<file path="src/rtl/temp_uart_tx.sv">
// Temperature report line transmitter: 16-char ASCII line as 8N1 UART.
// Define TEMP_UART_PARITY_EN to insert an even-parity bit per character.
module temp_uart_tx #(
   parameter int CLKS_PER_BIT = 434
) (
   input  logic       clk,
   input  logic       rst_n,
   input  logic       start,
   input  logic [3:0] temp_value_ones,
   input  logic [3:0] temp_value_tens,
   input  logic [3:0] temp_value_huns,
   input  logic       temp_value_sign,
   input  logic [3:0] temp_delta_ones,
   input  logic [3:0] temp_delta_tens,
   input  logic [3:0] temp_delta_huns,
   input  logic       temp_delta_sign,
   input  logic [1:0] state,
   output logic       tx,
   output logic       busy,
   output logic       done
);

   typedef enum logic [2:0] {
      IDLE,
      START_BIT,
      DATA,
`ifdef TEMP_UART_PARITY_EN
      PARITY,
`endif
      STOP_BIT
   } fsm_t;

   localparam logic [15:0] RELOAD = 16'(CLKS_PER_BIT - 1);

   fsm_t        fsm, fsm_n;
   logic [15:0] cnt, cnt_n;
   logic [2:0]  bit_idx, bit_n;
   logic [3:0]  byte_idx, byte_n;
   logic [7:0]  sh, sh_n;
   logic        done_n;
   logic        snap_en;
   logic [7:0]  chr;

   logic       s_tsgn, s_dsgn;
   logic [3:0] s_th, s_tt, s_to;
   logic [3:0] s_dh, s_dt, s_do;
   logic [1:0] s_st;

`ifdef TEMP_UART_PARITY_EN
   logic par, par_n;
`endif

   function automatic logic [7:0] dig(input logic [3:0] d);
      return (d > 4'd9) ? 8'h3F : {4'h3, d};
   endfunction

   function automatic logic [7:0] sgn(input logic s);
      return s ? 8'h2D : 8'h2B;
   endfunction

   always_comb begin
      chr = 8'h20;
      case (byte_idx)
         4'd0:  chr = 8'h54;
         4'd1:  chr = sgn(s_tsgn);
         4'd2:  chr = dig(s_th);
         4'd3:  chr = dig(s_tt);
         4'd4:  chr = dig(s_to);
         4'd5:  chr = 8'h20;
         4'd6:  chr = 8'h44;
         4'd7:  chr = sgn(s_dsgn);
         4'd8:  chr = dig(s_dh);
         4'd9:  chr = dig(s_dt);
         4'd10: chr = dig(s_do);
         4'd11: chr = 8'h20;
         4'd12: chr = 8'h53;
         4'd13: chr = {6'b001100, s_st};
         4'd14: chr = 8'h0D;
         4'd15: chr = 8'h0A;
         default: chr = 8'h20;
      endcase
   end

   always_comb begin
      fsm_n   = fsm;
      cnt_n   = cnt;
      bit_n   = bit_idx;
      byte_n  = byte_idx;
      sh_n    = sh;
      done_n  = 1'b0;
      snap_en = 1'b0;
`ifdef TEMP_UART_PARITY_EN
      par_n   = par;
`endif
      unique case (fsm)
         IDLE: begin
            if (start) begin
               snap_en = 1'b1;
               fsm_n   = START_BIT;
               cnt_n   = RELOAD;
               byte_n  = 4'd0;
            end
         end
         START_BIT: begin
            if (cnt == 16'd0) begin
               fsm_n = DATA;
               cnt_n = RELOAD;
               bit_n = 3'd0;
               sh_n  = chr;
`ifdef TEMP_UART_PARITY_EN
               par_n = ^chr;
`endif
            end else begin
               cnt_n = cnt - 16'd1;
            end
         end
         DATA: begin
            if (cnt == 16'd0) begin
               cnt_n = RELOAD;
               sh_n  = {1'b0, sh[7:1]};
               if (bit_idx == 3'd7) begin
`ifdef TEMP_UART_PARITY_EN
                  fsm_n = PARITY;
`else
                  fsm_n = STOP_BIT;
`endif
               end else begin
                  bit_n = bit_idx + 3'd1;
               end
            end else begin
               cnt_n = cnt - 16'd1;
            end
         end
`ifdef TEMP_UART_PARITY_EN
         PARITY: begin
            if (cnt == 16'd0) begin
               fsm_n = STOP_BIT;
               cnt_n = RELOAD;
            end else begin
               cnt_n = cnt - 16'd1;
            end
         end
`endif
         STOP_BIT: begin
            if (cnt == 16'd0) begin
               if (byte_idx == 4'd15) begin
                  fsm_n  = IDLE;
                  byte_n = 4'd0;
                  done_n = 1'b1;
               end else begin
                  fsm_n  = START_BIT;
                  byte_n = byte_idx + 4'd1;
                  cnt_n  = RELOAD;
               end
            end else begin
               cnt_n = cnt - 16'd1;
            end
         end
         default: fsm_n = IDLE;
      endcase
   end

   always_ff @(posedge clk or negedge rst_n) begin
      if (!rst_n) begin
         fsm      <= IDLE;
         cnt      <= 16'd0;
         bit_idx  <= 3'd0;
         byte_idx <= 4'd0;
         sh       <= 8'd0;
         done     <= 1'b0;
`ifdef TEMP_UART_PARITY_EN
         par      <= 1'b0;
`endif
      end else begin
         fsm      <= fsm_n;
         cnt      <= cnt_n;
         bit_idx  <= bit_n;
         byte_idx <= byte_n;
         sh       <= sh_n;
         done     <= done_n;
`ifdef TEMP_UART_PARITY_EN
         par      <= par_n;
`endif
      end
   end

   // Snapshot freezes the line content for the whole transmission
   always_ff @(posedge clk or negedge rst_n) begin
      if (!rst_n) begin
         s_tsgn <= 1'b0;
         s_th   <= 4'd0;
         s_tt   <= 4'd0;
         s_to   <= 4'd0;
         s_dsgn <= 1'b0;
         s_dh   <= 4'd0;
         s_dt   <= 4'd0;
         s_do   <= 4'd0;
         s_st   <= 2'd0;
      end else if (snap_en) begin
         s_tsgn <= temp_value_sign;
         s_th   <= temp_value_huns;
         s_tt   <= temp_value_tens;
         s_to   <= temp_value_ones;
         s_dsgn <= temp_delta_sign;
         s_dh   <= temp_delta_huns;
         s_dt   <= temp_delta_tens;
         s_do   <= temp_delta_ones;
         s_st   <= state;
      end
   end

   always_comb begin
      tx = 1'b1;
      unique case (1'b1)
         (fsm == START_BIT): tx = 1'b0;
         (fsm == DATA):      tx = sh[0];
`ifdef TEMP_UART_PARITY_EN
         (fsm == PARITY):    tx = par;
`endif
         default:            tx = 1'b1;
      endcase
   end

   assign busy = (fsm != IDLE);

endmodule

</file>
<file path="config.mk">
export PLATFORM = sky130hd
export DESIGN_NAME = temp_uart_tx
export DESIGN_NICKNAME = d
export VERILOG_FILES = /design/src/rtl/temp_uart_tx.sv
export SDC_FILE = /design/constraint.sdc
export NUM_CORES = 1
export LEC_CHECK = 0
export ABC_CLOCK_PERIOD_IN_PS = 2680
export CAP_MARGIN = 25
export CELL_PAD_IN_SITES_DETAIL_PLACEMENT = 0
export CELL_PAD_IN_SITES_GLOBAL_PLACEMENT = 1
export CORE_ASPECT_RATIO = 0.8
export CORE_MARGIN = 2
export CORE_UTILIZATION = 45
export DETAILED_ROUTE_END_ITERATION = 6
export PLACE_DENSITY_LB_ADDON = 0.3
export SYNTH_ARGS = -nofsm -noshare
export SYNTH_HDL_FRONTEND = slang
export SYNTH_SLANG_ARGS = --single-unit
</file>
<file path="constraint.sdc">
create_clock -name clk -period 2.68 [get_ports clk]
set_clock_uncertainty 0.15 [all_clocks]
set_input_delay 0.536 -clock clk [delete_from_list [all_inputs] [get_ports clk]]
set_output_delay 0.536 -clock clk [all_outputs]
set_load 0.005 [all_outputs]
</file>
==> metrics.md, run 1 <==
| Metric | Value |
|---|---|
| Unrepaired setup endpoints after global routing | `no` |
| Met3 Routed Length | `584 um` |
| Cell with the largest stage delay on the worst path | `clkdlybuf4s50_1` |
| Run status | `finished clean` |
| Area added between synthesis and finish | `21.70%` |
| Number of nets still failing antenna checks after routing | `0` |
| Post-detailed-routing wire length | `8540 um` |
| Number of top-level pins | `34` |
| Fraction of post-synthesis cell area in the top cell type by area | `0.4297` |
| Worst Slack Setup Final | `0.07187 ns` |
| Count of flip-flops with a built-in enable after synthesis | `0` |
| Placement Setup Slack | `0.09861 ns` |
| Layout cell share with drive strength beyond 1 | `0.1990` |
| Total gr overflow | `0` |
| Family with the most delay on the worst path | `buffers and inverters` |
| Crit path DAT | `1.92 ns` |
| Maximum root-to-sink buffer count | `2` |
| Leading post-synthesis cells by cell area | `dfrtp_1, mux2_2, ha_1` |
| Per-cell routed wire length | `16.52 um` |
| CTS Root Cell | `clkbuf_8` |
| Level count of the clock H-tree | `3` |
| Worst-skew pair later-pin latency | `0.35 ns` |
| Most common cell after layout, fill and taps aside | `dfrtp_1` |
| Vias after detailed routing | `2954` |
| Die area | `8625 um^2` |
| Clock tree from TritonCTS | `built` |
| Areal power density over the cells | `989.2 nW/um^2` |
| Crit Path Class | `reg -> out` |
| Number of standard-cell rows in the floorplan | `28` |
| FILL cells | `693` |
| Number of buffers inserted by post-CTS setup repair | `0` |
| Via/cell ratio | `5.714` |
| Worst Hold Class | `reg -> reg` |
| Total global routing track utilization | `0.2138` |
| Synth warn | `0` |
| First-pass GRT wire length | `14520 um` |
| Required time worst endpoint | `1.99 ns` |
| Cell count after synthesis | `362` |
| Average footprint of a synthesized cell | `9.813 um^2` |
| Final count of negative-setup-slack endpoints | `0` |
| Startpoint class of the critical path | `register` |
| Max Freq | `383.4 MHz` |
| Max stage delay on crit path | `0.54 ns` |
| Pin count of the biggest net entering global routing | `31` |
| Core ar. | `7532 um^2` |
| Worst-margin pin slew | `0.6427 ns` |
| Number of buffer cells added on primary ports | `33` |
| Combined buffer and inverter count along the critical path | `3` |
| Synthesized Nets | `406` |
| Starting utilization of the core area | `0.4716` |
| Remaining DRCs | `0` |
| Share of the yosys chip area belonging to registers | `0.4297` |
| Final hold violation count | `0` |
| Number of global-route vias before repair | `2848` |
| First-pass iteration count of the detailed router | `5` |
| Max capacitance violation total | `0` |
| Die Height | `83.47 um` |
| DR top layer | `met4` |
| Number of clock buffers inserted by TritonCTS | `9` |
| Drt initial violations | `184` |
| Post-route fraction of the period consumed by the critical path | `0.9732` |
| Post-layout min period | `2.608 ns` |
| Post-synth top area cell | `dfrtp_1` |
| Most used cells in the layout excluding fill and tap cells | `dfrtp_1, clkdlybuf4s50_1, mux2_2` |
| Ys async rst share | `1.000` |
| Chip width | `103.3 um` |
| Final TNS setup | `0 ns` |
| Sequence of cells on the critical path | `inv_1 > ha_1 > inv_1 > clkdlybuf4s50_1` |
| Sum of net half-perimeters after detailed placement | `6011 um` |
| Maximum ir drop on the vdd rail | `0.4858 mV` |
| Post-layout net count | `451` |
| Ant diodes | `0` |
| Max FO, Critical Path | `6` |
| Routed metal-1 wire length | `4383 um` |
| Number of max-slew violations in the final report | `0` |
| Most used cell along the critical path | `inv_1` |
| Kind of capture point of the worst setup path | `output port` |
| Register clock-pin slew on the reported worst setup and hold paths | `0.07 ns` |
| Clock net sink count | `61` |
| Top flip-flop cell by instance count after synthesis | `dfrtp_1` |
| GP Congestion | `0.9012` |
| Number of antenna violations at the first check in global routing | `0` |
| Met2 WL post-DR | `3461 um` |
| Post-synthesis register bit count | `61` |
| Count of cell types in the netlist | `54` |
| Total leakage power | `1.772 nW` |
| Total standard cell area after synthesis | `3552 um^2` |
| Worst slew margin | `0.5715` |
==> power by group <==
part,total (mW),internal [mW],switching (mW),leakage (nW)
Combinational,1.74,0.833,0.909,0.893
Clock,0.956,0.572,0.384,0.116
Sequential,1.58,1.25,0.332,0.763
Total,4.28,2.65,1.62,1.77
==> worst reg2reg max path, cell delays in order, from the launching register on <==
cell and delay (ns):
dfrtp_1 0.41, or4_4 0.59, nor4_4 0.43, nand2_1 0.16, a221oi_2 0.33, mux2_2 0.37
==> repair_timing <==
action,4_1_cts,5_1_grt
hold endpoints to repair,3,0
resized for setup,0,4
hold buffers,1,0
endpoints found under the setup margin,0,2
==> cells in the mapped netlist, types with 5 or more instances <==
cell type	n
o21ai_0	22
nor3_1	14
nor4_1	5
dfrtp_1	61
nor2_1	16
nand2_1	24
ha_1	13
inv_1	16
xnor2_1	5
mux2_2	31
o31ai_1	7
clkbuf_1	12
a21oi_1	30
nand3_1	6
nand2b_1	5
a22o_1	6
or2_2	9
==> final timing paths <==
kind                                     start  cells after the start  slack (ns)             endpoint
min in group asynchronous                rst_n                      2        0.52   fsm[0]$_DFFE_PN0P_
min                          sh[1]$_DFFE_PN0P_                      2        0.33    sh[1]$_DFFE_PN0P_
min reg2reg                  sh[1]$_DFFE_PN0P_                      2        0.33    sh[1]$_DFFE_PN0P_
max in group asynchronous                rst_n                      3        1.18  s_st[0]$_DFFE_PN0P_
max                         fsm[0]$_DFFE_PN0P_                      4        0.07                 busy
max reg2reg                cnt[13]$_DFFE_PN0P_                      5        0.14   fsm[1]$_DFFE_PN0P_
==> sequential cells by signal, indices dropped and copies added, names as in the netlist, 2 cells and up <==
name and flops:
byte_idx 4, fsm 2, s_st 2, s_dh 4
s_do 4, sh 7, s_tt 4, s_dt 4
s_to 4, s_th 4, bit_idx 3, cnt 16
==> per-layer routing <==
| layer | up-vias | GRT usage |
|---|---|---|
| met5 | - | 0 |
| met4 | 0 | 0.05024 |
| met3 | 11 | 0.07789 |
| met2 | 85 | 0.2751 |
| met1 | 1421 | 0.3360 |
| li1 | 1437 | - |
==> layout make-up <==
type	count	area, um^2	share of cell area
repair buffers	51	462.9	0.1071
flip-flops and latches	61	1526	0.3531
well taps	105	131.4	0.03039
multi-input cells	268	1917	0.4434
inverters	16	60.06	0.01389
clock buffers	12	155.1	0.03589
clock inverters	4	70.07	0.01621
==> cell families after synthesis <==
family | count (synthesis) | synth area share
compound gates | 111 | 0.2096
simple gates | 106 | 0.1627
flops | 61 | 0.4297
buf+inv | 33 | 0.03593
mux | 33 | 0.1039
fa+ha+maj | 13 | 0.04579
xor+xnor | 5 | 0.01233
==> metrics by stage <==
stage            util  hold WS, ns  instances  total power [mW]  area [um^2]
2_1_floorplan       -      0.09041        362             2.730         3552
3_3_place_gp   0.5402       0.3137        500             3.245         4069
3_5_place_dp   0.5402       0.3204        500             3.274         4069
4_1_cts        0.5714       0.3368        517             4.241         4304
5_1_grt        0.5739       0.3452        517             4.574         4323
6_report       0.5739       0.3346        517             4.276         4323
Note: power is estimated with default switching activity, not from simulation.
==> run 2: changes to the inputs <==
--- a/config.mk
+++ b/config.mk
@@ -5,7 +5,7 @@
 export SDC_FILE = /design/constraint.sdc
 export NUM_CORES = 1
 export LEC_CHECK = 0
-export ABC_CLOCK_PERIOD_IN_PS = 2680
+export ABC_CLOCK_PERIOD_IN_PS = 2650
 export CAP_MARGIN = 25
 export CELL_PAD_IN_SITES_DETAIL_PLACEMENT = 0
 export CELL_PAD_IN_SITES_GLOBAL_PLACEMENT = 1
==> constraint.sdc (replaced) <==
create_clock -name clk -period 2.65 [get_ports clk]
set_clock_uncertainty 0.15 [all_clocks]
set_input_delay 0.53 -clock clk [delete_from_list [all_inputs] [get_ports clk]]
set_output_delay 0.53 -clock clk [all_outputs]
set_load 0.005 [all_outputs]
==> metrics.md, run 2 (synthesis gave the netlist of run 1 again) <==
| Metric | Value |
|---|---|
| Remaining DRCs | `0 (unchanged)` |
| Total global routing track utilization | `0.2066 (-0.007236)` |
| Worst-skew pair later-pin latency | `0.35 ns (about the same)` |
| Number of max-slew violations in the final report | `0 (unchanged)` |
| Final count of negative-setup-slack endpoints | `0 (unchanged)` |
| Max Freq | `397.6 MHz` |
| Overall power | `4.298 mW (+0.50%)` |
| Number of global-route vias before repair | `2712 (-4.8%)` |
| Maximum root-to-sink buffer count | `2 (unchanged)` |
| First-pass GRT wire length | `13930 um (-4.0%)` |
| Crit Path Class | `reg -> out` |
| Sum of net half-perimeters after detailed placement | `6081 um (+1.2%)` |
| Crit path DAT | `1.84 ns (-0.08 ns)` |
| Register-to-Register Setup Slack | `0.15 ns (about the same)` |
| Ant diodes | `0 (unchanged)` |
| Final hold violation count | `0 (unchanged)` |
| Vias after detailed routing | `2996 (+1.4%)` |
| Final cell area excluding filler cells | `4328 um^2 (+0.12%)` |
| Cell Count, Final, Fillers Out | `517 (unchanged)` |
| Largest register FFs | `16 (unchanged)` |
| Number of clock buffers inserted by TritonCTS | `9 (unchanged)` |
| Pin count of the biggest net entering global routing | `38 (+23%)` |
| Worst Hold Class | `in -> async` |
| Number of antenna violations at the first check in global routing | `0 (unchanged)` |
| Worst-margin pin slew | `0.6731 ns (+0.03045 ns)` |
| Registers with the highest flip-flop counts | `cnt x16, sh x7` |
| Placed inst area | `4081 um^2 (+0.31%)` |
| CTS Root Cell | `clkbuf_8` |
| Layout cell share with drive strength beyond 1 | `0.1990 (unchanged)` |
| Level count of the clock H-tree | `3 (unchanged)` |
| FILL cells | `660 (-4.8%)` |
| Post-layout min period | `2.515 ns` |
| Number of top-level pins | `34 (unchanged)` |
| Starting utilization of the core area | `0.4716 (unchanged)` |
| Worst slew margin | `0.5396 (-0.03190)` |
| Total leakage power | `1.775 nW (+0.15%)` |
| Post-detailed-routing wire length | `8384 um (-1.8%)` |
| Number of buffer cells added on primary ports | `33 (unchanged)` |
| Required time worst endpoint | `1.97 ns (-0.02 ns)` |
| Clock tree from TritonCTS | `built` |
| Final TNS setup | `0 ns (unchanged)` |
| First-pass iteration count of the detailed router | `5 (unchanged)` |
| Core ar. | `7532 um^2 (unchanged)` |
| GP Congestion | `0.8949 (-0.70%)` |
| Post-layout net count | `451 (unchanged)` |
| Die Height | `83.47 um (unchanged)` |
| Chip width | `103.3 um (unchanged)` |
| Startpoint class of the critical path | `register` |
| Post-route fraction of the period consumed by the critical path | `0.9491` |
| Most common cell after layout, fill and taps aside | `dfrtp_1` |
| Placed instance count | `500 (unchanged)` |
| Register clock-pin slew on the reported worst setup and hold paths | `0.07 ns (about the same)` |
| Capture point of the worst reg-to-reg path | `fsm[1]$_DFFE_PN0P_` |
| Total gr overflow | `0 (unchanged)` |
| Areal power density over the cells | `993.0 nW/um^2 (+0.39%)` |
| Drt initial violations | `222 (+21%)` |
| Max FO, Critical Path | `6 (unchanged)` |
| Clock net sink count | `61 (unchanged)` |
| Number of standard-cell rows in the floorplan | `28 (unchanged)` |
| Maximum ir drop on the vdd rail | `0.5558 mV (+14%)` |
| Max capacitance violation total | `0 (unchanged)` |
| Logic depth of the worst register-to-register path | `6 (+1)` |
| Via/cell ratio | `5.795 (+1.4%)` |
| Top reg by flops | `cnt` |
| Number of nets still failing antenna checks after routing | `0 (unchanged)` |
| Per-cell routed wire length | `16.22 um (-1.8%)` |
| Most used cells in the layout excluding fill and tap cells | `dfrtp_1, mux2_2, clkdlybuf4s50_1` |
| Area added between synthesis and finish | `21.84%` |
| Die area | `8625 um^2 (unchanged)` |
| Run status | `finished clean` |
| Reg-to-Reg Start | `cnt[13]$_DFFE_PN0P_` |
| Kind of capture point of the worst setup path | `output port` |
| Unrepaired setup endpoints after global routing | `no` |
==> run 2: critical path, stage by stage, from the launching register on <==
cell and delay [ns]:
dfrtp_1 0.40, inv_1 0.10, ha_1 0.27, inv_1 0.19, clkdlybuf4s50_1 0.54
==> run 2: per-stage QoR <==
stage            util  hold WS, ns  setup WS (ns)
2_1_floorplan       -      0.08441         0.2310
3_3_place_gp   0.5419       0.3128         0.1403
3_5_place_dp   0.5419       0.3220        0.08959
4_1_cts        0.5729      0.04982        0.01097
5_1_grt        0.5746      0.08227        0.02980
6_report       0.5746      0.04056         0.1348
==> run 2: report_power, final <==
group          internal [mW]  total (mW)  switching, mW
Combinational          0.825        1.73          0.909
Clock                  0.581       0.970          0.389
Sequential              1.26        1.59          0.332
==> run 2: layer usage <==
metal | vias to the layer above | GRT usage | share of wire
met4 | 0 | 0.06220 | 0.015
li1 | 1447 | - | -
met3 | 13 | 0.04690 | 0.060
met5 | - | 0 | 0
met1 | 1438 | 0.3301 | 0.50
met2 | 98 | 0.2727 | 0.42
==> run 2: final cells by class <==
type | count | area (um^2) | area share
multi-input combinational | 268 | 1901 | 0.4391
sequential | 61 | 1526 | 0.3527
clock buffer | 11 | 151.4 | 0.03498
tap | 105 | 131.4 | 0.03036
clock inverter | 5 | 82.58 | 0.01908
inverter | 16 | 60.06 | 0.01388
timing repair buffer | 51 | 475.5 | 0.1099
==> run 2: worst max path at each step <==
stage | from | to | slack, ns | cells past startpoint
after floorplan | cnt[13]$_DFFE_PN0P_ | fsm[1]$_DFFE_PN0P_ | 0.23 | 5
after global placement | cnt[13]$_DFFE_PN0P_ | fsm[1]$_DFFE_PN0P_ | 0.14 | 5
after detailed placement | cnt[13]$_DFFE_PN0P_ | fsm[1]$_DFFE_PN0P_ | 0.09 | 5
after CTS | fsm[0]$_DFFE_PN0P_ | tx | 0.01 | 5
after global routing | fsm[0]$_DFFE_PN0P_ | busy | 0.03 | 4
final | fsm[0]$_DFFE_PN0P_ | busy | 0.13 | 4
==> run 2: what timing repair did <==
action                     in CTS  in global routing
hold buffers                    0                  0
setup endpoints to repair       0                  4
setup buffers                   0                  1
resized for setup               0                  2
==> run 3: changes to the inputs <==
--- a/config.mk
+++ b/config.mk
@@ -12,6 +12,7 @@
 export CORE_ASPECT_RATIO = 0.8
 export CORE_MARGIN = 2
 export CORE_UTILIZATION = 45
+export CTS_CLUSTER_DIAMETER = 30
 export DETAILED_ROUTE_END_ITERATION = 6
 export PLACE_DENSITY_LB_ADDON = 0.3
 export SYNTH_ARGS = -nofsm -noshare
==> constraint.sdc (replaced) <==
create_clock -name clk -period 2.65 [get_ports clk]
set_clock_uncertainty 0.15 [all_clocks]
set_input_delay 0.265 -clock clk [delete_from_list [all_inputs] [get_ports clk]]
set_output_delay 0.265 -clock clk [all_outputs]
set_load 0.005 [all_outputs]
==> metrics.md, run 3 (synthesis gave the netlist of run 1 again) <==
| Metric | Value |
|---|---|
| Per-cell routed wire length | `16.05 um (-1.0%)` |
| Comb power frac | `0.429 (+0.025)` |
| Final hold violation count | `0 (unchanged)` |
| Kind of capture point of the worst setup path | `register` |
| Number of clock buffers inserted by TritonCTS | `9 (unchanged)` |
| First-pass GRT wire length | `13740 um (-1.4%)` |
| Sequential share of power | `0.398 (+0.027)` |
| Sum of net half-perimeters after detailed placement | `6103 um (+0.36%)` |
| Maximum ir drop on the vdd rail | `0.4951 mV (-11%)` |
| Drt initial violations | `247 (+11%)` |
| Most common cell after layout, fill and taps aside | `dfrtp_1` |
| Max FO, Critical Path | `6 (unchanged)` |
| Post-layout min period | `2.485 ns (-0.03016 ns)` |
| Worst-margin pin slew | `0.7920 ns (+0.1188 ns)` |
| Startpoint class of the critical path | `register` |
| Capture point of the worst reg-to-reg path | `fsm[1]$_DFFE_PN0P_` |
| Reg-to-Reg Start | `cnt[13]$_DFFE_PN0P_` |
| End of the worst hold path | `sh[6]$_DFFE_PN0P_` |
| Post-detailed-routing wire length | `8297 um (-1.0%)` |
| Layout cell share with drive strength beyond 1 | `0.1917 (-0.007282)` |
| Total gr overflow | `0 (unchanged)` |
| First-pass iteration count of the detailed router | `5 (unchanged)` |
| Number of antenna violations at the first check in global routing | `0 (unchanged)` |
| Worst-skew pair later-pin latency | `0.34 ns (about the same)` |
| Internal power | `2.410 mW (-9.7%)` |
| Vias after detailed routing | `2951 (-1.5%)` |
| Chip width | `103.3 um (unchanged)` |
| Crit Path Class | `reg -> reg` |
| Post-layout net count | `451 (unchanged)` |
| Switching share of power | `0.3974 (+0.01798)` |
| Register-to-Register Setup Slack | `0.16 ns (about the same)` |
| Final count of negative-setup-slack endpoints | `0 (unchanged)` |
| Unrepaired setup endpoints after global routing | `no` |
| Registers with the highest flip-flop counts | `cnt x16, sh x7` |
| Via/cell ratio | `5.708 (-1.5%)` |
| FILL cells | `691 (+4.7%)` |
| Number of top-level pins | `34 (unchanged)` |
| CTS Root Cell | `clkbuf_8` |
| Number of buffer cells added on primary ports | `33 (unchanged)` |
| Hold path startpoint | `sh[6]$_DFFE_PN0P_` |
| Post-route fraction of the period consumed by the critical path | `0.9378 (-0.01138)` |
| Required time worst endpoint | `2.73 ns (+0.76 ns)` |
| Area added between synthesis and finish | `19.41%` |
| Switch Pwr | `1.589 mW (-2.5%)` |
| GP Congestion | `0.8965 (+0.18%)` |
| Final TNS setup | `0 ns (unchanged)` |
| Largest register FFs | `16 (unchanged)` |
| Number of standard-cell rows in the floorplan | `28 (unchanged)` |
| Maximum root-to-sink buffer count | `2 (unchanged)` |
| Die Height | `83.47 um (unchanged)` |
| Level count of the clock H-tree | `3 (unchanged)` |
| Areal power density over the cells | `942.8 nW/um^2 (-5.1%)` |
| Core ar. | `7532 um^2 (unchanged)` |
| Number of max-slew violations in the final report | `0 (unchanged)` |
| Crit path DAT | `2.57 ns (+0.73 ns)` |
| Hold Path Depth | `2` |
| Clock net sink count | `61 (unchanged)` |
| Register clock-pin slew on the reported worst setup and hold paths | `0.07 ns (about the same)` |
| Worst slew margin | `0.4720 (-0.06762)` |
| Top reg by flops | `cnt` |
| Part of the power in the clock network | `0.173 (-0.053)` |
| Pin count of the biggest net entering global routing | `36 (-5.3%)` |
| Remaining DRCs | `0 (unchanged)` |
| Clock tree from TritonCTS | `built` |
| Number of nets still failing antenna checks after routing | `0 (unchanged)` |
| Total global routing track utilization | `0.2059 (-0.0006950)` |
| Logic depth of the worst register-to-register path | `6 (unchanged)` |
| Die area | `8625 um^2 (unchanged)` |
| Number of global-route vias before repair | `2657 (-2.0%)` |
| Max Freq | `402.4 MHz (+1.2%)` |
| Starting utilization of the core area | `0.4716 (unchanged)` |
| Most used cells in the layout excluding fill and tap cells | `dfrtp_1, clkdlybuf4s50_1, mux2_2` |
| Worst hold slack after final layout | `0.3296 ns (+0.2891 ns)` |
| Worst Hold Class | `reg -> reg` |
| Max capacitance violation total | `0 (unchanged)` |
| Total leakage power | `1.740 nW (-1.9%)` |
| Crit. Startpoint | `cnt[13]$_DFFE_PN0P_` |
| Run status | `finished clean` |
| Ant diodes | `0 (unchanged)` |
[run 3: worst max path at each step]
stage / end / slack (ns) / depth (start not counted)
final: fsm[1]$_DFFE_PN0P_ / 0.16 / 6
after global routing: sh[1]$_DFFE_PN0P_ / 0.03 / 7
after CTS: fsm[1]$_DFFE_PN0P_ / 0.05 / 5
after detailed placement: fsm[1]$_DFFE_PN0P_ / 0.07 / 5
after global placement: fsm[1]$_DFFE_PN0P_ / 0.12 / 5
after floorplan: fsm[1]$_DFFE_PN0P_ / 0.23 / 5
[run 3: power by group through the flow]
| stage | Combinational, mW | Sequential (mW) | Clock (mW) |
|---|---|---|---|
| 6_report | 1.72 | 1.59 | 0.692 |
| 5_1_grt | 1.91 | 1.65 | 0.760 |
| 4_1_cts | 1.70 | 1.59 | 0.718 |
| 3_5_place_dp | 1.69 | 1.60 | 0 |
| 3_3_place_gp | 1.67 | 1.59 | 0 |
| 2_1_floorplan | 1.25 | 1.51 | 0 |
[run 3: cell type report]
| class | count | area [um^2] | share of cell area |
|---|---|---|---|
| Tap cell | 105 | 131.4 | 0.03097 |
| Clock buffer | 11 | 131.4 | 0.03097 |
| Inverter | 16 | 60.06 | 0.01416 |
| Clock inverter | 5 | 27.53 | 0.006490 |
| Multi-Input combinational cell | 268 | 1902 | 0.4484 |
| Timing Repair Buffer | 51 | 462.9 | 0.1091 |
| Sequential cell | 61 | 1526 | 0.3599 |
[run 3: critical path, stage by stage (launching register included)]
cell      delay [ns]
dfrtp_1         0.41
or4_4           0.59
nor4_4          0.21
buf_4           0.18
nand2_1         0.07
a221oi_1        0.38
mux2_2          0.38
[run 3: routing by layer]
layer  GRT usage  vias up  share of wire
met5           0        -              0
met4     0.05742        0          0.014
met3     0.07119       11          0.064
met2      0.2426       88           0.39
met1      0.3419     1406           0.53
li1            -     1446              -
[run 3: repair_timing]
action,CTS,global route
hold endpoints to repair,33,0
hold buffers,1,0
setup buffers,0,1
endpoints found under the setup margin,0,10
gates resized for setup,0,2
[run 3: per-stage QoR]
step	power, mW	util	worst slack [ns]	instance area, um^2	instances
floorplan	2.761	-	0.2310	3552	362
global placement	3.261	0.5392	0.1164	4061	499
detailed placement	3.287	0.5392	0.07500	4061	499
CTS	4.000	0.5616	0.05294	4230	516
global route	4.320	0.5631	0.03271	4242	517
finish	3.999	0.5631	0.1650	4242	517
==> RTL edit (config.mk and constraints of run 2) <==
The output `done` loses its register stage (`done` becomes a continuous assignment).
--- a/src/rtl/temp_uart_tx.sv
+++ b/src/rtl/temp_uart_tx.sv
@@ -168,5 +168,4 @@
          byte_idx <= 4'd0;
          sh       <= 8'd0;
-         done     <= 1'b0;
 `ifdef TEMP_UART_PARITY_EN
          par      <= 1'b0;
@@ -178,5 +177,4 @@
          byte_idx <= byte_n;
          sh       <= sh_n;
-         done     <= done_n;
 `ifdef TEMP_UART_PARITY_EN
          par      <= par_n;
@@ -184,4 +182,6 @@
       end
    end
+
+   assign done = done_n;
 
    // Snapshot freezes the line content for the whole transmission
Behaviour: no difference found for any inputs over 10 cycles, from zero or initial values and one cycle with rst_n low; that may be too few to reach the edited logic, so the function may still have changed.
==> RTL edit against run 2 <==
The flow now finishes with violations (negative hold slack); critical path depth is 3 higher; design area grew 1.1%; sequential share of layout area decreased by 0.96 points; power shrank 0.60%; routed wire length grew 5.0%; combinational power is 9.8% higher; count of clock-buffer cells in the layout stayed put; sequential cell count decreased by 1; worst setup slack worse by 0.072 ns; synthesized area down 0.70%; worst hold slack lost 0.046 ns; first-iteration DRC count down 0.90%; largest power group unchanged; highest routed layer unchanged.
==> RTL edit: results (changes against run 2) <==
[global_route]
grt_usage_pct = 21.5  ; +0.80 points
grt_max_degree = 31  ; -18%
grt_pass1_vias = 2805  ; +3.4%
antenna_found_initial = 0  ; unchanged
grt_pass1_wl_um = 14500  ; +4.1%

[clocking]
cts_buffers = 9  ; unchanged
htreeDepth = 3  ; unchanged
clockBufferDepth = 2  ; unchanged
path_clk_slew_ns = 0.07  ; about the same
cts-root-buf = clkbuf_8
clk_latency_ns = 0.34

[yosys]
syn-num-nets = 405  ; -0.25%
synthMuxAreaShare_pct = 10.5  ; +0.074 points
synthTopCellsByCount = dfrtp_1, mux2_2, a21oi_1
ys_seq_area_share_pct = 42.6  ; -0.40 points
synth_area_leaders = dfrtp_1, mux2_2, ha_1, a21oi_1, o21ai_0
synthXorXnorAreaFrac_pct = 1.24  ; +0.0087 points
synth_fa_ha_area_share_pct = 4.61  ; +0.032 points
ys_warn_count = 0  ; unchanged
synth_compound_area_share_pct = 21.1  ; +0.15 points
async_flop_share_pct = 100  ; unchanged
synthCells = 361  ; -0.28%
yosysUniqueCellTypes = 54  ; unchanged

[layout]
reg_top3 = cnt: 16 flops, sh: 7 flops
nFillCells = 684  ; +3.6%
n_antenna_cell = 0  ; unchanged
final_util_pct = 58.4  ; +0.92 points
nets = 467  ; +3.5%
post_route_cells_drive_above_1_share_pct = 23.1  ; +3.2 points

[run_status]
status = complete, but fails checks
violations = negative hold slack

[placed_design]
io_buffers = 33  ; unchanged
gp_congestion = 0.902  ; +0.83%
place_area_um2 = 4100  ; +0.37%
place_ws_ns = -0.0195  ; -0.109 ns
dp.cells = 506  ; +1.2%
hpwl_um = 6100  ; +0.36%

[critical_path]
critPathMaxFanout = 3  ; -3
cp.arrival_ns = 2.67  ; +0.83 ns

[timing]
max_slew_margin_pct = 46.9  ; -7.0 points
fin_hold_ws_ns = -0.00505  ; -0.0456 ns
hold_violations = 11  ; +11

[pwr]
ir_drop_mv = 0.457  ; -18%
p_leak_nw = 1.83  ; +2.9%

[detailed_routing]
vias = 3116  ; +4.0%
drtIter0Drc = 220  ; -0.90%
viasPerCell = 5.85  ; +0.88%
dr.pass1.iters = 6  ; +1
wl_um = 8800  ; +5.0%

[min_path]
hold_path.class = in2async

RTL edit: cell count changes after synthesis:
cell	change
dfrtp_1	-1
RTL edit: what timing repair did:
action / in CTS / in global routing
setup buffers: 0 / 11
resized for setup: 7 / 0
pin swaps: 1 / 2
hold buffers: 0 / 0
endpoints found under the setup margin: 3 / 17
RTL edit: logic make-up after synthesis:
family	after synthesis
AOI/OAI and AO/OA	111
muxes	33
adders and majority gates	13
DFF	60
and+or+nand+nor	106
buffers and inverters	33
xor gates and xnor gates	5
RTL edit: critical path: stages (launching register included):
cell and delay, ns:
dfrtp_1 0.38, or4_4 0.54, buf_4 0.16, nor4_4 0.27, buf_4 0.17, nand3_1 0.10, a221oi_2 0.33, mux2_2 0.37
RTL edit: path summary, 6_finish.rpt:
kind                               from       to  depth (start not counted)  slack (ns)
worst min register to register    sh[4]    sh[4]                          1        0.35
max in group asynchronous         rst_n  s_to[0]                          2        1.69
worst max register to register  cnt[13]   fsm[1]                          7        0.06
min in group clk                  sh[4]    sh[4]                          1        0.35
worst max-delay path            cnt[13]   fsm[1]                          7        0.06
worst min-delay path              rst_n   cnt[7]                          1      -0.005
RTL edit: cell type report:
class / instances / share of cell area [%]
Tap cell: 105 / 3.00
Multi-Input combinational cell: 268 / 43.8
Clock inverter: 5 / 1.20
Timing Repair Buffer: 68 / 13.3
Inverter: 16 / 1.37
Sequential cell: 60 / 34.3
Clock buffer: 11 / 3.00
RTL edit: where the power goes:
| part | internal, mW | switching, mW |
|---|---|---|
| Sequential | 1.25 | 0.325 |
| Clock | 0.430 | 0.371 |
| Combinational | 0.928 | 0.972 |
RTL edit: routing by layer:
metal  track usage (%)  up-vias  wire [um]
met5                 0        -          0
li1                  -     1483          -
met1              36.2     1513       4530
met2              27.0      107       3640
met4              5.38        0         99
met3              4.55       13        540
